File: src/rtl/prog_loader.sv
// rtl/prog_loader.sv - nibble-stream loader and checksum gate for the 8x12 instruction RAM
//
// Ports:
//   clk, rst            clock, synchronous active-high reset
//   load_req            one-cycle request to (re)load the program
//   in_valid/in_data    nibble stream in, bit 0 is the MSB
//   in_ready            loader accepts a nibble this cycle (LOAD or CHECK)
//   rd_addr/rd_instr    combinational fetch read port
//   core_run            program loaded and checksum verified
//   load_err            checksum mismatch on the last load
//   busy                loading or checking
module prog_loader #(
    parameter int DEPTH   = 8,
    parameter int ADDR_W  = 3,
    parameter int INSTR_W = 12,
    parameter int NIB_W   = 4
) (
    input  logic               clk,
    input  logic               rst,
    input  logic               load_req,
    input  logic               in_valid,
    input  logic [0:NIB_W-1]   in_data,
    output logic               in_ready,
    input  logic [0:ADDR_W-1]  rd_addr,
    output logic [0:INSTR_W-1] rd_instr,
    output logic               core_run,
    output logic               load_err,
    output logic               busy
);

    localparam int NPW   = INSTR_W / NIB_W;
    localparam int CNT_W = $clog2(NPW);

    typedef enum logic [2:0] {
        S_IDLE,
        S_LOAD,
        S_CHECK,
        S_RUN,
        S_ERROR
    } state_t;

    state_t             state, state_nx;
    logic [0:INSTR_W-1] mem [DEPTH];
    logic [0:INSTR_W-1] word_sr;
    logic [0:INSTR_W-1] word_nx;
    logic [0:ADDR_W-1]  wr_ptr;
    logic [CNT_W-1:0]   nib_cnt;
    logic [0:NIB_W-1]   chk;
    logic               xfer;
    logic               last_nib;
    logic               last_word;

    assign xfer      = in_valid && in_ready;
    assign last_nib  = (nib_cnt == CNT_W'(NPW - 1));
    assign last_word = (wr_ptr == ADDR_W'(DEPTH - 1));
    // Older nibbles move toward bit 0, so the first nibble ends up in [0:3].
    assign word_nx   = {word_sr[NIB_W:INSTR_W-1], in_data};
    assign rd_instr  = mem[rd_addr];

    // State register and datapath
    always_ff @(posedge clk) begin
        if (rst) begin
            state    <= S_IDLE;
            wr_ptr   <= '0;
            nib_cnt  <= '0;
            chk      <= '0;
            word_sr  <= '0;
            core_run <= 1'b0;
            load_err <= 1'b0;
            busy     <= 1'b0;
            for (int i = 0; i < DEPTH; i++) begin
                mem[i] <= '0;
            end
        end else begin
            state    <= state_nx;
            // Registered status flags track the state being entered.
            core_run <= (state_nx == S_RUN);
            load_err <= (state_nx == S_ERROR);
            busy     <= (state_nx == S_LOAD) || (state_nx == S_CHECK);
            if (state != S_LOAD && state_nx == S_LOAD) begin
                wr_ptr  <= '0;
                nib_cnt <= '0;
                chk     <= '0;
                word_sr <= '0;
            end else if (state == S_LOAD && xfer) begin
                chk     <= chk ^ in_data;
                word_sr <= word_nx;
                if (last_nib) begin
                    nib_cnt     <= '0;
                    mem[wr_ptr] <= word_nx;
                    wr_ptr      <= last_word ? '0 : wr_ptr + ADDR_W'(1);
                end else begin
                    nib_cnt <= nib_cnt + CNT_W'(1);
                end
            end
        end
    end

    // Next-state logic
    always_comb begin
        state_nx = state;
        case (state)
            S_IDLE:  if (load_req) state_nx = S_LOAD;
            S_LOAD:  if (xfer && last_nib && last_word) state_nx = S_CHECK;
            S_CHECK: if (xfer) state_nx = (in_data == chk) ? S_RUN : S_ERROR;
            S_RUN:   if (load_req) state_nx = S_LOAD;
            S_ERROR: if (load_req) state_nx = S_LOAD;
            default: state_nx = S_IDLE;
        endcase
    end

    // Decoded outputs
    always_comb begin
        in_ready = (state == S_LOAD) || (state == S_CHECK);
    end

endmodule

File: config.mk
export PLATFORM = sky130hd
export DESIGN_NAME = prog_loader
export DESIGN_NICKNAME = d
export VERILOG_FILES = /design/src/rtl/prog_loader.sv
export SDC_FILE = /design/constraint.sdc
export NUM_CORES = 1
export LEC_CHECK = 0
export ABC_AREA = 1
export CORE_MARGIN = 2
export CORE_UTILIZATION = 60
export DETAILED_ROUTE_END_ITERATION = 16
export PLACE_DENSITY = 0.8
export SLEW_MARGIN = 25
export SYNTH_ARGS = -nofsm -noshare
export SYNTH_HDL_FRONTEND = slang
export SYNTH_SLANG_ARGS = --single-unit
File: constraint.sdc
create_clock -name clk -period 2.5 [get_ports clk]
set_input_delay 0.25 -clock clk [delete_from_list [all_inputs] [get_ports clk]]
set_output_delay 0.25 -clock clk [all_outputs]
set_load 0.01 [all_outputs]
==> results.py <==
metrics = {
    "critical_path": {
        "crit_path_max_incr_delay_ns": 0.57,
        "cp_slowest_cell": "clkdlybuf4s50_1",
        "start_kind": "input pin",
        "crit_arrival_ns": 2.22,
        "crit_fanout": 15,
        "cp_cell_sequence": "clkdlybuf4s50_1, buf_4, o21ai_0, o22ai_1, nor2_1, a31oi_1, clkdlybuf4s50_1",
        "crit_path_end_kind": "output pin",
        "crit_type": "in -> out",
        "required_ns": 2.25,
        "path_common_cell": "clkdlybuf4s50_1",
    },
    "logic_synthesis": {
        "yosysWarnings": 0,
        "synth_fp_nets": 589,
        "synth_fa_ha_area_frac": 0.00468,
        "ys.flop_type": "edfxtp_1",
        "yosys-top-cells-area": "edfxtp_1, nor2_1, dfxtp_1, o21ai_0, nand2_1",
        "synth_top_family_by_area": "simple AND/OR/NAND/NOR gates",
        "post-synth-top-count-cell": "nor2_1",
        "synth_simple_gate_area_frac": 0.209,
        "synth_top_area_frac": 0.539,
        "muxShareOfSynthArea": 0,
        "seq_area_frac_synth": 0.625,
        "synthCells": 576,
        "synth_enable_flop_cells": 96,
        "syn_area_per_cell_um2": 9.28,
        "synth_commonest_cells": "nor2_1, edfxtp_1, o21ai_0",
        "synth_compound_area_frac": 0.0936,
        "synth_cell_type_count": 23,
        "synthesis.area_um2": 5350,
        "synthArstFlopShare": 0,
        "synth_xor_area_frac": 0,
        "ys_ff_latch": 119,
        "yosysTopAreaCell": "edfxtp_1",
    },
    "drt": {
        "drtIter0Drc": 650,
        "drt_first_pass_iters": 5,
        "drc": 0,
        "wire_per_inst_um": 17.9,
        "viasPerCell": 5.87,
        "wirelength_um": 13300,
        "detail-route-antenna-nets": 0,
        "num_vias": 4364,
    },
    "pwr": {
        "irDropWorstVdd_mv": 0.489,
        "share_comb_of_total_power": 0.077,
        "p_sw_uw": 1160,
        "power.density_nw_per_um2": 776,
        "clock_power_share": 0.474,
        "pwr-share-seq": 0.449,
        "intPower_uw": 3790,
        "p_sw_frac": 0.234,
        "leakagePower_uw": 0.00238,
    },
    "final_layout": {
        "finish.utilization": 0.735,
        "drive_above_1_share": 0.110,
        "antennaDiodeCount": 0,
        "final_cells": 743,
        "nNetsFinal": 635,
        "area_growth_pct": 19.2,
    },
    "global_route": {
        "grt_overflow": 0,
        "grt_use_total": 0.288,
        "grt_pass1_wl_um": 21000,
        "grt_pass1_vias": 4226,
        "grt_start_max_net_pins": 49,
        "antenna_found_initial": 0,
    },
    "clock_network": {
        "cts.htree.levels": 4,
        "cts_root_buf": "clkbuf_8",
        "postCtsSetupBuffers": 0,
        "cts_tree": "done",
        "clk_pin_slew_ns": 0.06,
        "ctsLongestPathBuffers": 2,
        "clock_latency_ns": 0.53,
        "cts_inserted_buffers": 17,
        "cts.sinks": 119,
    },
    "sta": {
        "fmax_mhz": 404,
        "finClkSkew_ns": 0.00985,
        "hold_violations": 0,
        "finalCritPeriodShare": 0.989,
        "setup-tns-final_ns": 0,
        "rsz0062_at_grt": "false",
        "finalMaxSlewViolations": 0,
        "setup_viol": 0,
        "max_slew_margin": 0.501,
        "period_minus_slack_ns": 2.47,
        "setup_ws_ns": 0.0275,
        "tightestPinTransition_ns": 0.746,
    },
    "placed_design": {
        "post-place-cells": 711,
        "preCtsSetupSlack_ns": 0.0257,
        "gp_congestion": 0.866,
        "io_buffer_count": 26,
        "hpwl_um": 8420,
    },
    "die": {
        "rows": 34,
        "die_area_um2": 9680,
        "core_um2": 8680,
        "ios": 27,
        "die_x_um": 98.4,
        "chipHeight_um": 98.4,
        "initial_core_util": 0.616,
    },
    "outcome": {
        "status": "finished clean",
    },
    "worst_hold_path": {
        "hold_class": "in -> reg",
    },
    "job": {
        "drv_cap": 0,
    },
}
-- flip-flops by register name (all words and copies together) (netlist names) --
register / cells
load_err: 1
state: 3
chk: 4
word_sr: 8
wr_ptr: 3
mem: 96
busy: 1
nib_cnt: 2
core_run: 1
-- final timing paths --
check	startpoint	endpoint	slack, ns	cells after the start
max reg2reg	state[1]$_SDFF_PP0_	mem[4][9]$_SDFFCE_PN0P_	0.39	7
min reg2reg	state[2]$_SDFF_PP0_	state[2]$_SDFF_PP0_	0.51	2
max	rd_addr[1]	rd_instr[8]	0.03	7
min	rst	state[1]$_SDFF_PP0_	0.43	2
-- logic make-up after synthesis --
group	after synthesis
AND/OR/NAND/NOR	284
adder cells (fa/ha/maj)	2
AO/OA/AOI/OAI	94
buffers and inverters	77
flip-flops	119
-- per-layer routing --
metal	global-route usage	share of wire
met1	0.356	0.37
met2	0.478	0.49
met3	0.0694	0.096
met4	0.137	0.040
met5	0	0
-- power by group through the flow --
stage | sequential, µW | combinational, µW | clock, µW
after detailed placement | 2260 | 372 | 0
after floorplan | 2250 | 216 | 0
after global placement | 2260 | 361 | 0
final | 2220 | 380 | 2350
after CTS | 2220 | 376 | 2350
after global routing | 2230 | 412 | 2440
-- area by class of cell --
class	count	area (µm²)
Clock buffer	19	432
Clock inverter	13	149
Fill cell	580	2300
Inverter	50	188
Multi-Input combinational cell	380	1640
Sequential cell	119	3340
Tap cell	108	135
Timing Repair Buffer	54	488
-- per-stage QoR --
step | power (µW) | area [µm²] | hold slack (ns)
6_report | 4950 | 6370 | 0.432
5_1_grt | 5070 | 6370 | 0.468
4_1_cts | 4950 | 6370 | 0.425
3_5_place_dp | 2630 | 5790 | 0.509
3_3_place_gp | 2620 | 5790 | 0.507
2_1_floorplan | 2470 | 5350 | 0.319
-- repair_timing --
item                       CTS  global route
resized for setup            4             0
setup endpoints to repair    3             0
hold buffers                 0             0
-- layout by cell type (no fill, tap or decap) --
master / Yosys / routed
nor3_1: 1 / 1
inv_2: 4 / 4
nand2_2: 2 / 2
buf_6: 9 / 2
nor2_1: 211 / 211
clkbuf_8: 0 / 2
clkbuf_1: 11 / 1
bufinv_16: 0 / 2
dlygate4sd2_1: 0 / 2
nand2_1: 56 / 56
a21oi_1: 8 / 8
clkinv_1: 9 / 9
nand3_1: 7 / 7
clkbuf_16: 0 / 16
dfxtp_1: 23 / 23
inv_1: 37 / 37
ha_1: 2 / 2
nand3_4: 1 / 1
nand4_1: 2 / 2
clkinv_4: 0 / 3
nor2_4: 1 / 1
o22ai_1: 12 / 12
inv_6: 0 / 2
edfxtp_1: 96 / 96
buf_12: 0 / 1
nor2_2: 3 / 3
a31oi_1: 12 / 12
o21ai_0: 62 / 62
buf_4: 0 / 25
clkinvlp_4: 0 / 6
clkdlybuf4s50_1: 0 / 24
-- critical path, delay by kind of cell --
family                 cells  cell delay, ns
buffers and inverters      3            1.33
AOI/OAI and AO/OA          3            0.55
and+or+nand+nor            1            0.08
No activity file was read; power rests on OpenSTA's default activity.
